--- src/rtl/run_length_detector_pkg.sv ---
// Shared definitions for the run-length detector: mode bit positions and
// the helper that sizes the run-length counter.
package run_det_pkg;

  // Bit positions inside the 2-bit mode field
  localparam int MODE_ZERO_BIT = 0;
  localparam int MODE_ONE_BIT  = 1;

  // Width needed to hold every run length from 0 (idle) up to run_len
  function automatic int run_cnt_width(input int run_len);
    return $clog2(run_len + 1);
  endfunction

endpackage

--- src/rtl/run_length_detector_if.sv ---
// Control/status bundle of the run-length detector. The master side drives
// the sample stream and controls; the slave side (the detector) reports its
// run state and detection status.
interface run_length_detector_if #(
  parameter int RUN_LEN = 4,
  parameter int DET_W   = 8
);
  import run_det_pkg::*;

  localparam int CNT_W = run_cnt_width(RUN_LEN);

  logic             en;
  logic             w;
  logic             clr;
  logic [1:0]       mode;
  logic             z;
  logic             z_pulse;
  logic [CNT_W-1:0] run_len;
  logic             run_bit;
  logic [DET_W-1:0] det_count;

  modport master (
    output en, w, clr, mode,
    input  z, z_pulse, run_len, run_bit, det_count
  );

  modport slave (
    input  en, w, clr, mode,
    output z, z_pulse, run_len, run_bit, det_count
  );

endinterface

--- src/rtl/run_length_detector_wrap.sv ---
// Free-running event counter that wraps at 2^WIDTH, with asynchronous
// active-low reset and a synchronous clear that beats the increment.
module wrap_counter #(
  parameter int WIDTH = 8
) (
  input  logic             clk,
  input  logic             resetn,
  input  logic             clr,
  input  logic             inc,
  output logic [WIDTH-1:0] count
);

  logic [WIDTH-1:0] count_q;

  // Count events; overflow naturally wraps back to zero
  always_ff @(posedge clk or negedge resetn) begin
    if (!resetn) begin
      count_q <= '0;
    end else if (clr) begin
      count_q <= '0;
    end else if (inc) begin
      count_q <= count_q + WIDTH'(1);
    end
  end

  assign count = count_q;

endmodule

--- src/rtl/run_length_detector.sv ---
// Detects RUN_LEN consecutive equal input bits. A saturating counter tracks
// the length of the current run; mode selects whether runs of 0s, 1s or both
// count as detections. Outputs a level (z), a one-cycle strobe on each new
// detection (z_pulse) and a wrapping count of detections.
module run_length_detector
  import run_det_pkg::*;
#(
  parameter int RUN_LEN = 4,
  parameter int DET_W   = 8
) (
  input  logic                  clk,
  input  logic                  resetn,
  run_length_detector_if.slave  bus
);

  localparam int CNT_W = run_cnt_width(RUN_LEN);
  localparam logic [CNT_W-1:0] RUN_MAX = CNT_W'(RUN_LEN);

  // A run length below one has no meaning; stop elaboration
  if (RUN_LEN < 1) begin : g_bad_run_len
    $error("run_length_detector: RUN_LEN must be >= 1");
  end

  logic [CNT_W-1:0] run_len_q;
  logic [CNT_W-1:0] run_len_d;
  logic             run_bit_q;
  logic             run_bit_d;
  logic             z_pulse_q;
  logic             restart;
  logic             new_det;
  logic             det_inc;
  logic             mode_next;
  logic             mode_cur;

  // Next run state for an enabled edge, plus the new-detection condition.
  // A restarted run that is already full length (only possible with
  // RUN_LEN=1) is a fresh detection even though the length did not change.
  always_comb begin
    run_len_d = run_len_q;
    run_bit_d = run_bit_q;
    restart   = (run_len_q == '0) || (bus.w != run_bit_q);
    if (restart) begin
      run_bit_d = bus.w;
      run_len_d = CNT_W'(1);
    end else if (run_len_q != RUN_MAX) begin
      run_len_d = run_len_q + CNT_W'(1);
    end
    mode_next = run_bit_d ? bus.mode[MODE_ONE_BIT] : bus.mode[MODE_ZERO_BIT];
    new_det   = (run_len_d == RUN_MAX) && (restart || (run_len_q != RUN_MAX)) && mode_next;
  end

  // Run tracker and strobe: clear wins over enable, disabled edges hold state
  always_ff @(posedge clk or negedge resetn) begin
    if (!resetn) begin
      run_len_q <= '0;
      run_bit_q <= 1'b0;
      z_pulse_q <= 1'b0;
    end else if (bus.clr) begin
      run_len_q <= '0;
      run_bit_q <= 1'b0;
      z_pulse_q <= 1'b0;
    end else if (bus.en) begin
      run_len_q <= run_len_d;
      run_bit_q <= run_bit_d;
      z_pulse_q <= new_det;
    end else begin
      z_pulse_q <= 1'b0;
    end
  end

  assign det_inc = bus.en && !bus.clr && new_det;

  wrap_counter #(
    .WIDTH (DET_W)
  ) u_det_counter (
    .clk    (clk),
    .resetn (resetn),
    .clr    (bus.clr),
    .inc    (det_inc),
    .count  (bus.det_count)
  );

  // z is decoded from registered state, so it follows mode without a clock
  assign mode_cur    = run_bit_q ? bus.mode[MODE_ONE_BIT] : bus.mode[MODE_ZERO_BIT];
  assign bus.z       = (run_len_q == RUN_MAX) && mode_cur;
  assign bus.z_pulse = z_pulse_q;
  assign bus.run_len = run_len_q;
  assign bus.run_bit = run_bit_q;

endmodule
--- src/flat_wrapper.sv ---
// flat-port wrapper written by rule: the top's interface ports become plain ports
module run_length_detector_flat import run_det_pkg::*;
#(
  parameter int RUN_LEN = 4,
  parameter int DET_W   = 8
)
  (clk, resetn, bus_en, bus_w, bus_clr, bus_mode, bus_z, bus_z_pulse, bus_run_len, bus_run_bit, bus_det_count);
  run_length_detector_if #(.RUN_LEN(RUN_LEN), .DET_W(DET_W)) bus_i ();
  input  logic clk;
  input  logic resetn;
  input wire logic [$bits(bus_i.en)-1:0] bus_en;
  input wire logic [$bits(bus_i.w)-1:0] bus_w;
  input wire logic [$bits(bus_i.clr)-1:0] bus_clr;
  input wire logic [$bits(bus_i.mode)-1:0] bus_mode;
  output wire logic [$bits(bus_i.z)-1:0] bus_z;
  output wire logic [$bits(bus_i.z_pulse)-1:0] bus_z_pulse;
  output wire logic [$bits(bus_i.run_len)-1:0] bus_run_len;
  output wire logic [$bits(bus_i.run_bit)-1:0] bus_run_bit;
  output wire logic [$bits(bus_i.det_count)-1:0] bus_det_count;
  assign bus_i.en = bus_en;
  assign bus_i.w = bus_w;
  assign bus_i.clr = bus_clr;
  assign bus_i.mode = bus_mode;
  assign bus_z = bus_i.z;
  assign bus_z_pulse = bus_i.z_pulse;
  assign bus_run_len = bus_i.run_len;
  assign bus_run_bit = bus_i.run_bit;
  assign bus_det_count = bus_i.det_count;
  run_length_detector #(.RUN_LEN(RUN_LEN), .DET_W(DET_W)) u_core (.clk(clk), .resetn(resetn), .bus(bus_i));
endmodule
--- config.mk ---
export PLATFORM = sky130hd
export DESIGN_NAME = run_length_detector_flat
export DESIGN_NICKNAME = d
export VERILOG_FILES = /design/src/rtl/run_length_detector_pkg.sv /design/src/rtl/run_length_detector_if.sv /design/src/rtl/run_length_detector_wrap.sv /design/src/rtl/run_length_detector.sv /design/src/flat_wrapper.sv
export SDC_FILE = /design/constraint.sdc
export NUM_CORES = 1
export LEC_CHECK = 0
export CAP_MARGIN = 20
export CORE_MARGIN = 2
export CORE_UTILIZATION = 45
export DETAILED_ROUTE_END_ITERATION = 12
export GPL_ROUTABILITY_DRIVEN = 0
export PLACE_DENSITY = 0.8
export SETUP_SLACK_MARGIN = 0.2
export SYNTH_ARGS = -nofsm -noshare
export SYNTH_HDL_FRONTEND = slang
export SYNTH_SLANG_ARGS = --single-unit
--- constraint.sdc ---
create_clock -name clk -period 3 [get_ports clk]
set_input_delay 0.6 -clock clk [delete_from_list [all_inputs] [get_ports clk]]
set_output_delay 0.6 -clock clk [all_outputs]
set_load 0.005 [all_outputs]
==> metrics.md <==
| Metric | Value |
|---|---|
| Min Tclk post-route | `2.40 ns` |
| Layout cells sized above 1 | `0.152` |
| Asr flop ratio synth | `1.00` |
| Crit path kind | `reg2out` |
| Pint | `0.253 mW` |
| Req. time, crit path | `2.40 ns` |
| R2r setup slk | `0.82 ns` |
| Synth area leader | `dfrtp_1` |
| Flops & latches, synth | `13` |
| Die width | `48.2 um` |
| CTS Sinks | `13` |
| Pre-CTS setup slack | `0.505 ns` |
| Starting DRT DRC Count | `21` |
| Core area | `1780 um^2` |
| PostCTS Resize Cnt | `0` |
| Initial antenna violation count | `0` |
| Clock Skews | `0.000611 ns` |
| WP data arrival | `1.80 ns` |
| PD cells | `306 nW/um^2` |
| Post-synth EDFFs | `0` |
| # diodes | `0` |
| Max clock buf depth | `2` |
| First-pass GRT wire length | `2.85 mm` |
| Layout Cells excl Fill | `130` |
| Clk root buf | `clkbuf_4` |
| HP Start | `u_core.u_det_counter.count[1]` |
| Die Ht | `48.2 um` |
| ANT nets after route | `0` |
| Worst slew margin | `0.605` |
| TritonCTS clock tree | `yes` |
| RSZ-0062 raised after global routing | `no` |
| Post-CTS Setup Repair Bufs | `0` |
| IO Port Bufs | `20` |
| Net Sw Frac | `0.272` |
| Post-Route Setup TNS | `0 ns` |
| Multi-input logic area | `524 um^2` |
| Syn Nets | `92` |
| Most frequent cell after synthesis | `dfrtp_1` |
| WL per Instance | `13.1 um` |
| Hold depth | `2` |
| Clock power share | `0.334` |
| Max capacitance violation total | `0` |
| Seq/Total Area, Yosys | `0.370` |
| Crit Path Max Fanout | `5` |
| I/O pin total | `21` |
| Max Slew Vio Count | `0` |
| H-tree depth | `1` |
| Register area | `325 um^2` |
| Sw power | `0.0943 mW` |
| Cts hold-fix bufs | `0` |
| Via count | `678` |
| Register share of total power | `0.519` |
| Total power draw | `0.347 mW` |
| Inst Count DP | `126` |
| Status | `complete, no violations` |
| Die area | `2320 um^2` |
| Critical Path End Type | `primary output` |
| R2R depth | `5` |
| FF-to-FF End | `u_core.u_det_counter.count[6]` |
| Final setup fails | `0` |
| Std-Cell Rows | `15` |
| Number of global-route vias before repair | `630` |
| List of most frequent post-synthesis cells | `dfrtp_1 (13), nor2_1 (10), nor2b_1 (10)` |
| Final hold violation count | `0` |
| Layout area overhead | `28.9%` |
| Initial core utilization | `0.493` |
| CP Launch Type | `register` |
| WHS | `0.586 ns` |
| # DRC | `0` |
| Avg Inst Size Synth | `10.7 um^2` |
| Worst min-delay path endpoint | `u_core.u_det_counter.count[1]` |
| WL final | `1.70 mm` |
| Worst hold path class | `reg2reg` |
| Skew-Pair Late Insertion Delay | `0.28 ns` |
| Largest net degree at the start of global routing | `22` |
| Inserted Clock Buffers | `3` |
| Synth top area share | `0.370` |
| Fin crit share | `0.799` |
| Synth area leaders | `dfrtp_1 (37%), mux2_1 (9.0%), nor2b_1 (7.1%)` |
| Synthesized area | `880 um^2` |
| Clock transition at the registers of the reported paths | `0.09 ns` |
| Combinational power share | `0.148` |
| DRT Pass-1 Iters | `4` |
| HPWL Detailed | `1.29 mm` |
| Worst reg2reg startpoint | `u_core.bus.run_len[0]` |
| Worst vdd ir | `0.000164 V` |
| Final #Nets | `116` |
| Worst Slack Setup Final | `0.603 ns` |
| Yosys cell types | `29` |
| Global route total overflow | `0` |
| Dominant synthesized flop cell | `dfrtp_1` |
| Measured slew at the worst slew-check pin | `0.591 ns` |
| Fmax | `0.417 GHz` |
| Fill count | `144` |
| Lkg Pwr | `0.459 nW` |
| Vias per cell | `5.22` |
| Post-Syn Instances | `82` |
| GR Util All Layers | `0.182` |
| Synth warn | `0` |
flip-flops by register name (all words and copies together) (netlist names):
| name | cells |
|---|---|
| u_core.bus.z_pulse | 1 |
| u_core.u_det_counter.count | 8 |
| u_core.bus.run_bit | 1 |
| u_core.bus.run_len | 3 |
worst max path at each step:
stage	from	end	slack [ns]	cells past startpoint
finish	u_core.bus.run_len[0]	bus_z	0.60	5
global route	u_core.bus.run_len[0]	bus_z	0.50	5
CTS	u_core.bus.run_len[0]	bus_z	0.60	5
detailed placement	bus_w	u_core.u_det_counter.count[4]	0.51	5
global placement	bus_w	u_core.u_det_counter.count[4]	0.53	5
floorplan	u_core.bus.run_len[0]	u_core.u_det_counter.count[2]	0.90	6
power by group through the flow:
stage / clock network (mW) / registers, mW / logic (mW)
2_1_floorplan: 0 / 0.183 / 0.0277
3_3_place_gp: 0 / 0.183 / 0.0509
3_5_place_dp: 0 / 0.183 / 0.0514
4_1_cts: 0.119 / 0.180 / 0.0516
5_1_grt: 0.125 / 0.181 / 0.0565
6_report: 0.116 / 0.180 / 0.0513
stage by stage:
step	area, um^2	util
after detailed placement	1110	0.621
after global placement	1110	0.621
final	1130	0.636
after floorplan	880	-
after global routing	1130	0.636
after CTS	1130	0.636
area by class of cell:
| cell class | count | area share |
|---|---|---|
| inverter | 3 | 0.00993 |
| sequential | 13 | 0.287 |
| clock buffer | 4 | 0.0232 |
| multi-input combinational | 63 | 0.462 |
| timing repair buffer | 22 | 0.190 |
| tap | 25 | 0.0276 |
per-layer routing:
metal  share of wire  track usage  wire length (um)  up-vias
met5               0            0                 0        -
met4          0.0070       0.0865                12        0
met3           0.029       0.0333                49        2
met2            0.49        0.274               834       13
met1            0.47        0.251               808      328
li1                -            -                 -      335
worst max-delay path: stages, from the launching register on:
cell and delay [ns]:
dfrtp_1 0.44, inv_2 0.10, ha_1 0.22, nand2_1 0.12, nor2_1 0.14, clkdlybuf4s50_1 0.51
layout by cell type (no fill, tap or decap):
cell type        instances
nor2_1                  10
dfrtp_1                 13
clkbuf_4                 3
inv_2                    1
nand2b_1                 2
nand3_1                  3
nor4b_2                  1
or4_4                    1
and2_1                   1
nand4_1                  1
a21oi_1                  1
nor3_2                   1
nor2b_1                 10
buf_4                    2
and4b_1                  1
clkbuf_1                 1
nor4_4                   1
a2bb2oi_1                1
o21ai_0                  2
nor4_2                   4
nand2_8                  1
nor4_1                   1
mux2_1                   7
xnor2_1                  1
nand2_1                  4
xnor2_4                  1
a221oi_1                 1
ha_1                     3
mux2i_1                  4
clkdlybuf4s50_1         20
inv_1                    2
kinds of logic (layout without fill, tap and decap cells):
kind of cell    Yosys count  in the layout  share of synthesized area
simple gates             42             42                      0.340
flops                    13             13                      0.370
mux                      11             11                      0.135
buf+inv                   6             29                     0.0341
compound gates            5              5                     0.0370
fa+ha+maj                 3              3                     0.0427
xor+xnor                  2              2                     0.0413
Power figures use the tool's default switching activity.
